--- config.mk ---
export PLATFORM = sky130hd
export DESIGN_NAME = lfsr_stream_decoder_flat
export DESIGN_NICKNAME = d
export VERILOG_FILES = /design/src/rtl/lfsr_stream_decoder_pkg.sv /design/src/rtl/lfsr_stream_decoder_if.sv /design/src/rtl/lfsr_stream_decoder_lane.sv /design/src/rtl/lfsr_stream_decoder.sv /design/src/flat_wrapper.sv
export SDC_FILE = /design/constraint.sdc
export NUM_CORES = 1
export LEC_CHECK = 0
export BUFFER_PORTS_ARGS = -buffer_cell sky130_fd_sc_hd__buf_2
export CAP_MARGIN = 25
export CORE_MARGIN = 3
export CORE_UTILIZATION = 60
export CTS_BUF_LIST = sky130_fd_sc_hd__clkbuf_4
export DETAILED_ROUTE_END_ITERATION = 6
export HOLD_SLACK_MARGIN = 0.06
export PLACE_DENSITY = 0.83
export SETUP_SLACK_MARGIN = 0.1
export SLEW_MARGIN = 30
export SYNTH_ARGS = -nofsm -noshare
export SYNTH_HDL_FRONTEND = slang
export SYNTH_SLANG_ARGS = --single-unit
--- constraint.sdc ---
create_clock -name Clk -period 2.5 [get_ports Clk]
set_clock_uncertainty 0.15 [all_clocks]
set_input_delay 0.25 -clock Clk [delete_from_list [all_inputs] [get_ports Clk]]
set_output_delay 0.25 -clock Clk [all_outputs]
set_load 0.02 [all_outputs]
--- src/rtl/lfsr_stream_decoder_pkg.sv ---
`default_nettype none
// ============================================================================
// Module      : lfsr_dec_pkg
// Description : Shared types and constants for the LFSR stream decoder.
//               - dec_state_t : decoder control states
//               - SPACE       : known preamble plaintext character
//               - TAPS        : candidate 7-bit feedback tap patterns
//               - lfsr_step   : one LFSR advance, shared by every lane
// Revision    : 1.0 - initial release
// ============================================================================
package lfsr_dec_pkg;

    typedef enum logic [1:0] {
        IDLE   = 2'd0,
        TRAIN  = 2'd1,
        DECODE = 2'd2,
        DROP   = 2'd3
    } dec_state_t;

    localparam logic [6:0] SPACE = 7'h20;

    localparam logic [6:0] TAPS [0:8] = '{
        7'h60, 7'h48, 7'h78, 7'h72, 7'h6A, 7'h69, 7'h5C, 7'h7E, 7'h7B
    };

    // Shift left, feeding back the parity of the tapped bits into bit 0.
    function automatic logic [6:0] lfsr_step(input logic [6:0] s,
                                             input logic [6:0] tap);
        return {s[5:0], ^(s & tap)};
    endfunction

endpackage
`default_nettype wire

--- src/rtl/lfsr_stream_decoder_if.sv ---
`default_nettype none
// ============================================================================
// Module      : lfsr_stream_decoder_if
// Description : Cipher-in / plaintext-out valid/ready streams.
//               InValid/InReady/InData/InLast   : cipher byte stream
//               OutValid/OutReady/OutData/OutLast : plaintext byte stream
//               slave  modport : the decoder
//               master modport : the producer/consumer around the decoder
// Revision    : 1.0 - initial release
// ============================================================================
interface lfsr_stream_decoder_if;

    logic       InValid;
    logic       InReady;
    logic [7:0] InData;
    logic       InLast;
    logic       OutValid;
    logic       OutReady;
    logic [7:0] OutData;
    logic       OutLast;

    modport slave (
        input  InValid, InData, InLast, OutReady,
        output InReady, OutValid, OutData, OutLast
    );

    modport master (
        output InValid, InData, InLast, OutReady,
        input  InReady, OutValid, OutData, OutLast
    );

endinterface
`default_nettype wire

--- src/rtl/lfsr_stream_decoder_lane.sv ---
`default_nettype none
// ============================================================================
// Module      : lfsr_lane
// Description : One 7-bit LFSR with a fixed tap pattern.
//               Clk, Reset_n : clock, async active-low reset
//               i_load       : load i_load_val and advance once in one cycle
//               i_load_val   : value loaded (the seed)
//               i_step       : advance the current state
//               o_state      : current LFSR state
// Revision    : 1.0 - initial release
// ============================================================================
module lfsr_lane
    import lfsr_dec_pkg::*;
#(
    parameter logic [6:0] TAP = 7'h60
) (
    input  logic       Clk,
    input  logic       Reset_n,
    input  logic       i_load,
    input  logic [6:0] i_load_val,
    input  logic       i_step,
    output logic [6:0] o_state
);

    logic [6:0] r_state;

    // Loading also steps: the seed byte has been consumed, so the lane must
    // already hold the key for the following byte.
    always_ff @(posedge Clk or negedge Reset_n) begin
        if (!Reset_n) begin
            r_state <= '0;
        end else if (i_load) begin
            r_state <= lfsr_step(i_load_val, TAP);
        end else if (i_step) begin
            r_state <= lfsr_step(r_state, TAP);
        end
    end

    assign o_state = r_state;

endmodule
`default_nettype wire

--- src/rtl/lfsr_stream_decoder.sv ---
`default_nettype none
// ============================================================================
// Module      : lfsr_stream_decoder
// Description : Recovers the tap pattern and seed of an LFSR-encrypted byte
//               stream from a preamble of spaces, then emits plaintext.
//               Clk     : clock
//               Reset_n : async active-low reset
//               bus     : cipher in / plaintext out streams (slave side)
//               Locked  : a tap has been selected for the current message
//               TapSel  : index of the selected tap (valid while Locked)
//               Error   : sticky, current message failed training / too short
// Revision    : 1.0 - initial release
// ============================================================================
module lfsr_stream_decoder
    import lfsr_dec_pkg::*;
#(
    parameter int PRE_CHECK = 6,
    parameter int NUM_TAPS  = 9
) (
    input  logic                  Clk,
    input  logic                  Reset_n,
    lfsr_stream_decoder_if.slave  bus,
    output logic                  Locked,
    output logic [3:0]            TapSel,
    output logic                  Error
);

    localparam int                 c_CNT_W   = $clog2(PRE_CHECK + 1);
    localparam logic [c_CNT_W-1:0] c_CNT_ONE = c_CNT_W'(1);
    localparam logic [c_CNT_W-1:0] c_PRE_CNT = c_CNT_W'(PRE_CHECK);

    dec_state_t            r_state, w_state_nxt;
    logic [NUM_TAPS-1:0]   r_mask, w_mask_nxt;
    logic [c_CNT_W-1:0]    r_count, w_count_nxt;
    logic                  r_error, w_error_nxt;
    logic                  r_locked, w_locked_nxt;
    logic [3:0]            r_tapsel, w_tapsel_nxt;
    logic                  r_out_valid, w_out_valid_nxt;
    logic [7:0]            r_out_data, w_out_data_nxt;
    logic                  r_out_last, w_out_last_nxt;

    logic [6:0]            w_lane_state [0:NUM_TAPS-1];
    logic [NUM_TAPS-1:0]   w_load, w_step, w_match, w_mask_upd;
    logic [6:0]            w_cipher7, w_keystream, w_sel_lane;
    logic [3:0]            w_lowest;
    logic [c_CNT_W-1:0]    w_cnt_inc;
    logic                  w_in_ready, w_in_fire;
    logic                  w_unused_in_bit7;

    assign w_cipher7        = bus.InData[6:0];
    assign w_unused_in_bit7 = bus.InData[7];
    // During training the expected plaintext is a space, so the keystream
    // byte is directly recoverable from the cipher.
    assign w_keystream      = w_cipher7 ^ SPACE;

    generate
        for (genvar gi = 0; gi < NUM_TAPS; gi++) begin : g_lane
            lfsr_lane #(
                .TAP (TAPS[gi])
            ) u_lane (
                .Clk        (Clk),
                .Reset_n    (Reset_n),
                .i_load     (w_load[gi]),
                .i_load_val (w_keystream),
                .i_step     (w_step[gi]),
                .o_state    (w_lane_state[gi])
            );
            assign w_match[gi] = (w_lane_state[gi] == w_keystream);
        end
    endgenerate

    assign w_mask_upd = r_mask & w_match;
    assign w_cnt_inc  = r_count + 1'b1;

    // Lowest surviving candidate wins when several taps fit the preamble.
    always_comb begin
        w_lowest = '0;
        for (int i = NUM_TAPS - 1; i >= 0; i--) begin
            if (w_mask_upd[i]) begin
                w_lowest = 4'(i);
            end
        end
    end

    always_comb begin
        w_sel_lane = '0;
        for (int i = 0; i < NUM_TAPS; i++) begin
            if (4'(i) == r_tapsel) begin
                w_sel_lane = w_lane_state[i];
            end
        end
    end

    // Only DECODE produces output, so only DECODE can be back-pressured.
    assign w_in_ready = (r_state == DECODE) ? (!r_out_valid || bus.OutReady) : 1'b1;
    assign w_in_fire  = bus.InValid && w_in_ready;

    always_comb begin
        w_state_nxt     = r_state;
        w_mask_nxt      = r_mask;
        w_count_nxt     = r_count;
        w_error_nxt     = r_error;
        w_locked_nxt    = r_locked;
        w_tapsel_nxt    = r_tapsel;
        w_out_valid_nxt = r_out_valid && !bus.OutReady;
        w_out_data_nxt  = r_out_data;
        w_out_last_nxt  = r_out_last;
        w_load          = '0;
        w_step          = '0;

        case (r_state)
            IDLE: begin
                if (w_in_fire) begin
                    w_load       = '1;
                    w_mask_nxt   = '1;
                    w_count_nxt  = c_CNT_ONE;
                    w_locked_nxt = 1'b0;
                    if (bus.InLast) begin
                        w_error_nxt = 1'b1;
                    end else begin
                        w_error_nxt = 1'b0;
                        w_state_nxt = TRAIN;
                    end
                end
            end

            TRAIN: begin
                if (w_in_fire) begin
                    w_step      = '1;
                    w_mask_nxt  = w_mask_upd;
                    w_count_nxt = w_cnt_inc;
                    if (bus.InLast) begin
                        w_error_nxt = 1'b1;
                        w_state_nxt = IDLE;
                    end else if (w_cnt_inc == c_PRE_CNT) begin
                        if (|w_mask_upd) begin
                            w_tapsel_nxt = w_lowest;
                            w_locked_nxt = 1'b1;
                            w_state_nxt  = DECODE;
                        end else begin
                            w_error_nxt = 1'b1;
                            w_state_nxt = DROP;
                        end
                    end
                end
            end

            DECODE: begin
                if (w_in_fire) begin
                    w_out_valid_nxt = 1'b1;
                    w_out_data_nxt  = {1'b0, w_cipher7 ^ w_sel_lane};
                    w_out_last_nxt  = bus.InLast;
                    for (int i = 0; i < NUM_TAPS; i++) begin
                        w_step[i] = (4'(i) == r_tapsel);
                    end
                    if (bus.InLast) begin
                        w_state_nxt = IDLE;
                    end
                end
            end

            DROP: begin
                if (w_in_fire && bus.InLast) begin
                    w_state_nxt = IDLE;
                end
            end

            default: begin
                w_state_nxt = IDLE;
            end
        endcase
    end

    always_ff @(posedge Clk or negedge Reset_n) begin
        if (!Reset_n) begin
            r_state     <= IDLE;
            r_mask      <= '1;
            r_count     <= '0;
            r_error     <= 1'b0;
            r_locked    <= 1'b0;
            r_tapsel    <= '0;
            r_out_valid <= 1'b0;
            r_out_data  <= '0;
            r_out_last  <= 1'b0;
        end else begin
            r_state     <= w_state_nxt;
            r_mask      <= w_mask_nxt;
            r_count     <= w_count_nxt;
            r_error     <= w_error_nxt;
            r_locked    <= w_locked_nxt;
            r_tapsel    <= w_tapsel_nxt;
            r_out_valid <= w_out_valid_nxt;
            r_out_data  <= w_out_data_nxt;
            r_out_last  <= w_out_last_nxt;
        end
    end

    assign bus.InReady  = w_in_ready;
    assign bus.OutValid = r_out_valid;
    assign bus.OutData  = r_out_data;
    assign bus.OutLast  = r_out_last;
    assign Locked       = r_locked;
    assign TapSel       = r_tapsel;
    assign Error        = r_error;

endmodule
`default_nettype wire

--- src/flat_wrapper.sv ---
// flat-port wrapper written by rule: the top's interface ports become plain ports
module lfsr_stream_decoder_flat import lfsr_dec_pkg::*;
#(
    parameter int PRE_CHECK = 6,
    parameter int NUM_TAPS  = 9
)
  (Clk, Reset_n, Locked, TapSel, Error, bus_InValid, bus_InData, bus_InLast, bus_OutReady, bus_InReady, bus_OutValid, bus_OutData, bus_OutLast);
  lfsr_stream_decoder_if bus_i ();
  input  logic Clk;
  input  logic Reset_n;
  output logic Locked;
  output logic [3:0] TapSel;
  output logic Error;
  input wire logic [$bits(bus_i.InValid)-1:0] bus_InValid;
  input wire logic [$bits(bus_i.InData)-1:0] bus_InData;
  input wire logic [$bits(bus_i.InLast)-1:0] bus_InLast;
  input wire logic [$bits(bus_i.OutReady)-1:0] bus_OutReady;
  output wire logic [$bits(bus_i.InReady)-1:0] bus_InReady;
  output wire logic [$bits(bus_i.OutValid)-1:0] bus_OutValid;
  output wire logic [$bits(bus_i.OutData)-1:0] bus_OutData;
  output wire logic [$bits(bus_i.OutLast)-1:0] bus_OutLast;
  assign bus_i.InValid = bus_InValid;
  assign bus_i.InData = bus_InData;
  assign bus_i.InLast = bus_InLast;
  assign bus_i.OutReady = bus_OutReady;
  assign bus_InReady = bus_i.InReady;
  assign bus_OutValid = bus_i.OutValid;
  assign bus_OutData = bus_i.OutData;
  assign bus_OutLast = bus_i.OutLast;
  lfsr_stream_decoder #(.PRE_CHECK(PRE_CHECK), .NUM_TAPS(NUM_TAPS)) u_core (.Clk(Clk), .Reset_n(Reset_n), .bus(bus_i), .Locked(Locked), .TapSel(TapSel), .Error(Error));
endmodule
Word level (Yosys, flattened, before mapping)
Cells that the tools add are included.
- register bits: 92
- bits in latches: 0
- memory bits (writable): 0
- bits in read-only memories: 0
- input port bits: 13
- output and inout bits: 17
- memories kept: 0
- add/subtract/negate cells: 1
- multiply operators: 0
- divide/modulo/power cells: 0
- $lt $le $gt $ge: 0
- equal/unequal tests: 32
- shift-type cells: 0
- multiplexer cells: 72
- bitwise gates (word level): 4
- reduce and logical (&&, ||, !) cells: 43
- operators with widths (operator ; number):
    7-bit two-way mux ; 27
    7-bit parity ; 18
    7-bit == test ; 9
    9-bit two-way mux ; 5
    4-bit two-way mux ; 9
    9-bit case mux with 2 select lines ; 2
    2-bit nonzero test ; 10
    3-bit by 4-bit == test with 1-bit output, first input constant ; 4
    2-bit two-way mux ; 8
    1-bit two-way mux ; 15
    2-bit by 1-bit != test with 1-bit output, second input constant ; 6
    5-bit AND reduction ; 2
    9-bit AND ; 1
    9-bit OR reduction ; 1
    2-bit by 4-bit == test with 1-bit output, first input constant ; 2
    2-bit case mux with 4 select lines ; 1
    7-bit AND reduction ; 1
    7-bit bitwise XOR ; 1
    3-bit two-way mux ; 2
    2-bit != test, second input constant ; 3
    3-bit case mux with 2 select lines ; 1
    6-bit AND reduction ; 1
    1-bit by 4-bit == test with 1-bit output, first input constant ; 1
    2-bit == test, second input constant ; 2
    other kinds (15) ; 20

Longest topological paths before layout
- depth after elaboration: 12
- mapped depth: 11
- mapped depth without buffers: 9

By module
From an unflattened synthesis, not the netlist that was laid out.
- cell total of the unflattened synthesis: 678
- area total of the unflattened synthesis: 6331.1 µm²
- by module, submodules not included (module ; instances ; cells each ; area an instance (µm²) ; seq. area each (µm²)):
    lfsr_stream_decoder ; 1 ; 356 ; 2984.1 ; 737.0
    lfsr_lane (u_core.g_lane[2].u_lane ...) ; 4 ; 36 ; 367.9 ; 175.2
    lfsr_lane (u_core.g_lane[7].u_lane ...) ; 2 ; 39 ; 406.6 ; 175.2
    lfsr_lane (u_core.g_lane[0].u_lane ...) ; 2 ; 32 ; 342.8 ; 175.2
    lfsr_lane (u_core.g_lane[5].u_lane) ; 1 ; 36 ; 376.6 ; 175.2

Worst setup path before layout
No wires, ideal clock.
- path kind: flip-flop to flip-flop
- start: reg u_core.r_state[0]
- end: reg u_core.g_lane[3].u_lane.r_state[2]
- data arrival time: 2176 ps
- required time: 2207 ps
- path slack: 31 ps
- cell stages (with the launch flop): 11
- buffers on the path: 1
- period minus slack after synthesis: 2469 ps
- cell sequence: dfrtp_1 inv_1 ha_1 nand3b_1 and2_0 nand2_1 buf_2 o21ai_0 nand2_1 mux2i_1 a21oi_1
- cells in the longest elaborated chain, start to end: 6
- elaborated cells between the ends (all ways): 11
- ends and longest elaborated chain (item ; line ; text):
    start, declared ; lfsr_stream_decoder.sv:32 ; dec_state_t r_state, w_state_nxt;
    start signal, assigned ; lfsr_stream_decoder.sv:186 ; r_state <= w_state_nxt;
    2-bit == test (*) ; lfsr_stream_decoder.sv:95 ; assign w_in_ready = (r_state == DECODE) ? (!r_out_valid || bus.OutReady) : 1'b1;
    1-bit two-way mux (*) ; lfsr_stream_decoder.sv:95 ;
    named net bus_InReady ; flat_wrapper.sv:18 ; output wire logic [$bits(bus_i.InReady)-1:0] bus_InReady;
    1-bit logical AND (*) ; lfsr_stream_decoder.sv:96 ; assign w_in_fire = bus.InValid && w_in_ready;
    9-bit two-way mux (on tied branches) ; lfsr_stream_decoder.sv:149, lfsr_stream_decoder.sv:113, lfsr_stream_decoder.sv:128 ;
    9-bit case mux with 2 select lines / 9-bit two-way mux (equally long branches) ; lfsr_stream_decoder.sv:111 ; case (r_state)
    2-bit nonzero test (no source line) / 7-bit two-way mux (equally long branches) ; -- ;
    end signal, assigned ; lfsr_stream_decoder_lane.sv:33 ; r_state <= lfsr_step(i_load_val, TAP);
    end signal, assigned ; lfsr_stream_decoder_lane.sv:35 ; r_state <= lfsr_step(r_state, TAP);
    end, declared ; lfsr_stream_decoder_lane.sv:25 ; logic [6:0] r_state;
Mark *: on every way through the listed nets, which the timed path passes. The rest lies on a longest branch.
A chain may end at the register's enable or synchronous reset.

Final worst setup path
- start: reg u_core.r_state[0]
- end: reg u_core.g_lane[7].u_lane.r_state[0]
- cells in the longest elaborated chain, start to end: 6
- elaborated cells between the ends (all ways): 11
- ends and longest elaborated chain (item ; line):
    2-bit == test ; lfsr_stream_decoder.sv:95, lfsr_stream_decoder.sv:111
    1-bit two-way mux ; lfsr_stream_decoder.sv:95
    1-bit logical AND ; lfsr_stream_decoder.sv:96
    9-bit two-way mux (on tied branches) ; lfsr_stream_decoder.sv:149, lfsr_stream_decoder.sv:113, lfsr_stream_decoder.sv:128
    9-bit case mux with 2 select lines / 9-bit two-way mux (equally long branches) ; lfsr_stream_decoder.sv:111
    2-bit nonzero test (no source line) / 7-bit two-way mux (equally long branches) ; --
    end signal, assigned ; lfsr_stream_decoder_lane.sv:33
    end signal, assigned ; lfsr_stream_decoder_lane.sv:35
    end, declared ; lfsr_stream_decoder_lane.sv:25
Parallel ways exist; a longest one is shown, timed or not.

==> impl_summary.md <==
Floorplan
The floorplan die area is approximately 11000 um^2. The die span in x is ~110 um. During I/O placement, the number of pins put on the boundary was 30.

The die height is 106 um. The placeable core area is 9770 um^2. The starting density of the core is 0.619. In this run the core area contains 36 standard-cell rows.

Setup path
The kind of start point of the critical path is a flip-flop. In this run the register-to-register setup slack is ~0.08 ns. The critical path start-end classification is reg -> reg. Along the worst path, the maximum fanout reaches 33. The kind of end point of the critical path is a flip-flop. The signal arrival time at the worst endpoint is around 2.7 ns.

The worst path required time is around 2.7 ns.

Place
Once placement finished, the instance area stood at approximately 6500 um^2. The congestion estimate from routability-driven global placement came to just over 1. The worst-case setup slack after placement is around 0.058 ns. During placement, the flow inserted port buffers numbering 27. The post-placement cell count is about 790. The HPWL after detailed placement is 11.9 mm.

Clock network
The count of clock tree sinks is just over 90. The longest clock path from root to sink contains 2 buffers. The register clock-pin slew on the reported worst setup and hold paths is ~0.15 ns.

The tree is rooted in a sky130_fd_sc_hd__clkbuf_4. The clock network latency to the later pin of the worst-skew pair is 0.47 ns. Clock tree synthesis inserted a total of 9 buffers. The clock tree from TritonCTS is yes. In this run the number of H-tree levels came out at 3.

Power and ir drop
The sum of internal, switching and leakage power is between 8 and 9 mW. The power per cell area is ~1200 nW/um^2. The leakage power figure is about 2.9 nW. Across the VDD grid, the largest voltage drop is 0.000594 V.

Synth
Ranked by total cell area, the synthesized netlist is headed by sky130_fd_sc_hd__dfrtp_1 (34%), sky130_fd_sc_hd__xnor2_1 (9.5%), sky130_fd_sc_hd__mux2i_1 (9.1%), sky130_fd_sc_hd__a21oi_1 (6.5%), sky130_fd_sc_hd__xor2_1 (6.5%). The library cell with the largest summed area after synthesis is sky130_fd_sc_hd__dfrtp_1. The distinct cell type count after synthesis is slightly below 60. The share of synthesized area in the top cell type comes to 0.343. The number of flops mapped to enable cells by yosys is 0. The share of synthesized area occupied by flip-flops and latches is 0.382. The flip-flop and latch count after synthesis is 92.

Yosys printed 0 warnings. The cell area that synthesis handed to floorplanning was roughly 6000 um^2. The fraction of registers with async set or reset after synthesis is 1.00. The post-synthesis net count is 639. The mean instance size in the synthesized netlist is 9.77 um^2. For this run, the leading register cell type out of synthesis is sky130_fd_sc_hd__dfrtp_1.

The cell count after synthesis is slightly above 600.

Global route
Entering global routing, the biggest net connects 48 pins. Across every metal layer, demand over resource in global routing totals 0.303. The via count of the first global-routing pass is roughly 5000. The first global-routing pass estimated roughly 27 mm of wire. The total overflow left after global routing is 0. The number of antenna violations at the first check in global routing was 1.

Detailed routing
The total number of vias is roughly 5200. The first routing iteration left 730 violations. The routed length per placed instance is 20.8 um. Routed signal wires occupy layers up through met4. After detailed routing, the met2 layer carries 8.06 mm of wire. For this block, the routed nets add up to around 17 mm of wire. The routed length on met3 is about 1.5 mm.

The length of routed wiring on met1 is about 6.8 mm. After detailed routing, the number of remaining DRC violations is 0. Before antenna repair, the detailed router went through 7 iterations. The count of nets left with antenna violations once routing finished came out at 0. The post-detailed-route via-to-cell ratio is ~6.4.

Hold path
The worst hold path belongs to the class in -> reg.

STA
The post-layout minimum cycle time is 2.42 ns. The smallest hold slack is approximately 0.15 ns. The achievable frequency is between 0.4 and 0.5 GHz. Measured against its own limit, the worst slew margin works out to 0.490. Setup total negative slack on the finished layout was measured at 0 ns. The final-report hold violation count came to 0.

The transition at the pin with the smallest max-transition slack is 0.760 ns. The fraction of the cycle the final worst path needs is 0.967. Setup repair after global routing could not meet its margin everywhere.

Setup violations remaining at the end of the flow were counted as 0. The worst path meets setup with around 0.08 ns of slack. The final count of pins violating max slew is 0.

Finish
Leaving out fill and tap cells, the most frequent cell in the layout is sky130_fd_sc_hd__dfrtp_1. Of the cells placed in the final design, the portion with a size suffix greater than 1 is 0.238. For this run, the share of the core covered by cells in the final layout is 0.711.

The net count of the finished layout is about 700. The library cells used most frequently in the layout, excluding fill and tap cells, are sky130_fd_sc_hd__dfrtp_1 (79), sky130_fd_sc_hd__a21oi_1 (78), sky130_fd_sc_hd__xnor2_1 (66). The number of fill cells in the layout is approximately 700. The cell area after layout is between 6000 and 7000 um^2. The area growth from synthesis to layout is 14.8%. The post-layout instance count excluding filler cells is 823.

Run status
The flow ran to the end, and the final reports show no timing, DRC or antenna violations.

Job
Across the run, the number of max-cap violations was 0.
per-layer routing:
layer | track usage | vias up
li1 | - | 2337
met1 | 0.403 | 2559
met2 | 0.469 | 280
met3 | 0.0619 | 71
met4 | 0.156 | 0
met5 | 0 | -
cell type report:
type	count	area, um^2	area share
Sequential cell	92	2320	0.334
Clock buffer	10	75.1	0.0108
Clock inverter	6	78.8	0.0113
Inverter	5	18.8	0.00270
Timing Repair Buffer	96	717	0.103
Antenna cell	1	2.50	0.000360
Multi-Input combinational cell	480	3570	0.514
Tap cell	133	166	0.0239
worst max-delay path, stage by stage, from the launching register on:
cell                       delay, ns
sky130_fd_sc_hd__dfrtp_1        0.46
sky130_fd_sc_hd__inv_2          0.12
sky130_fd_sc_hd__ha_2           0.20
sky130_fd_sc_hd__nand3b_1       0.22
sky130_fd_sc_hd__and2_4         0.23
sky130_fd_sc_hd__buf_4          0.14
sky130_fd_sc_hd__nand2_2        0.19
sky130_fd_sc_hd__buf_4          0.37
sky130_fd_sc_hd__o211ai_1       0.13
sky130_fd_sc_hd__o21ai_0        0.10
power by group:
part	total (mW)	switching, mW	internal [mW]
Clock	0.906	0.497	0.409
Sequential	3.24	0.985	2.25
Combinational	4.28	2.17	2.12
final timing paths:
check,endpoint,startpoint,cells past startpoint
min in group asynchronous,u_core.bus.OutData[5]$_DFFE_PN0P_,Reset_n,2
worst max-delay path,u_core.g_lane[7].u_lane.o_state[0]$_DFFE_PN0P_,u_core.r_state[0]$_DFFE_PN0P_,9
worst min register to register,u_core.bus.OutData[4]$_DFFE_PN0P_,u_core.bus.OutData[4]$_DFFE_PN0P_,2
worst max register to register,u_core.g_lane[7].u_lane.o_state[0]$_DFFE_PN0P_,u_core.r_state[0]$_DFFE_PN0P_,9
max in group asynchronous,u_core.r_mask[5]$_DFFE_PN1P_,Reset_n,3
worst min-delay path,u_core.TapSel[3]$_DFFE_PN0P_,bus_InValid,4
cells in the mapped netlist, types with 2 or more instances:
library cell / number
sky130_fd_sc_hd__a21o_1: 5
sky130_fd_sc_hd__a21oi_1: 79
sky130_fd_sc_hd__a222oi_1: 5
sky130_fd_sc_hd__a22o_1: 7
sky130_fd_sc_hd__a22oi_1: 10
sky130_fd_sc_hd__a32oi_1: 2
sky130_fd_sc_hd__and2_1: 2
sky130_fd_sc_hd__and3_1: 3
sky130_fd_sc_hd__buf_2: 11
sky130_fd_sc_hd__buf_4: 8
sky130_fd_sc_hd__buf_6: 7
sky130_fd_sc_hd__clkbuf_1: 16
sky130_fd_sc_hd__dfrtp_1: 83
sky130_fd_sc_hd__dfstp_2: 9
sky130_fd_sc_hd__ha_1: 6
sky130_fd_sc_hd__inv_1: 5
sky130_fd_sc_hd__mux2_1: 3
sky130_fd_sc_hd__mux2_2: 6
sky130_fd_sc_hd__mux2i_1: 55
sky130_fd_sc_hd__nand2_1: 27
sky130_fd_sc_hd__nand2b_1: 5
sky130_fd_sc_hd__nand3b_1: 2
sky130_fd_sc_hd__nand4_1: 11
sky130_fd_sc_hd__nand4_2: 3
sky130_fd_sc_hd__nor2_1: 36
sky130_fd_sc_hd__nor2b_1: 9
sky130_fd_sc_hd__nor3_1: 7
sky130_fd_sc_hd__nor4_1: 5
sky130_fd_sc_hd__nor4b_2: 3
sky130_fd_sc_hd__o211ai_1: 4
sky130_fd_sc_hd__o21a_1: 2
sky130_fd_sc_hd__o21ai_0: 28
sky130_fd_sc_hd__o21ai_1: 6
sky130_fd_sc_hd__o21ai_2: 2
sky130_fd_sc_hd__o22a_1: 5
sky130_fd_sc_hd__o22ai_1: 5
sky130_fd_sc_hd__o2bb2ai_1: 3
sky130_fd_sc_hd__or2_0: 5
sky130_fd_sc_hd__xnor2_1: 66
sky130_fd_sc_hd__xor2_1: 45
sequential cells by signal, summed over array words and instances (netlist names):
register / count
u_core.bus.OutLast: 1
u_core.Locked: 1
u_core.bus.OutData: 7
u_core.r_count: 3
u_core.TapSel: 4
u_core.Error: 1
u_core.g_lane.u_lane.o_state: 63
u_core.r_state: 2
u_core.r_mask: 9
u_core.bus.OutValid: 1
logic make-up after synthesis:
family	share of synthesized area
AOI/OAI and AO/OA	0.169
and+or+nand+nor	0.122
xor gates and xnor gates	0.161
DFF	0.382
muxes	0.108
buffers and inverters	0.0457
adders and majority gates	0.0124
other	0.000619
timing repair:
| action | CTS | global route |
|---|---|---|
| hold buffers | 3 | 0 |
| gates resized for setup | 5 | 33 |
| pin swaps | 2 | 12 |
| gates cloned | 0 | 1 |
| hold endpoints to repair | 50 | 0 |
| setup endpoints to repair | 15 | 70 |
| setup buffers | 0 | 10 |
(Power assumes the default switching activity.)
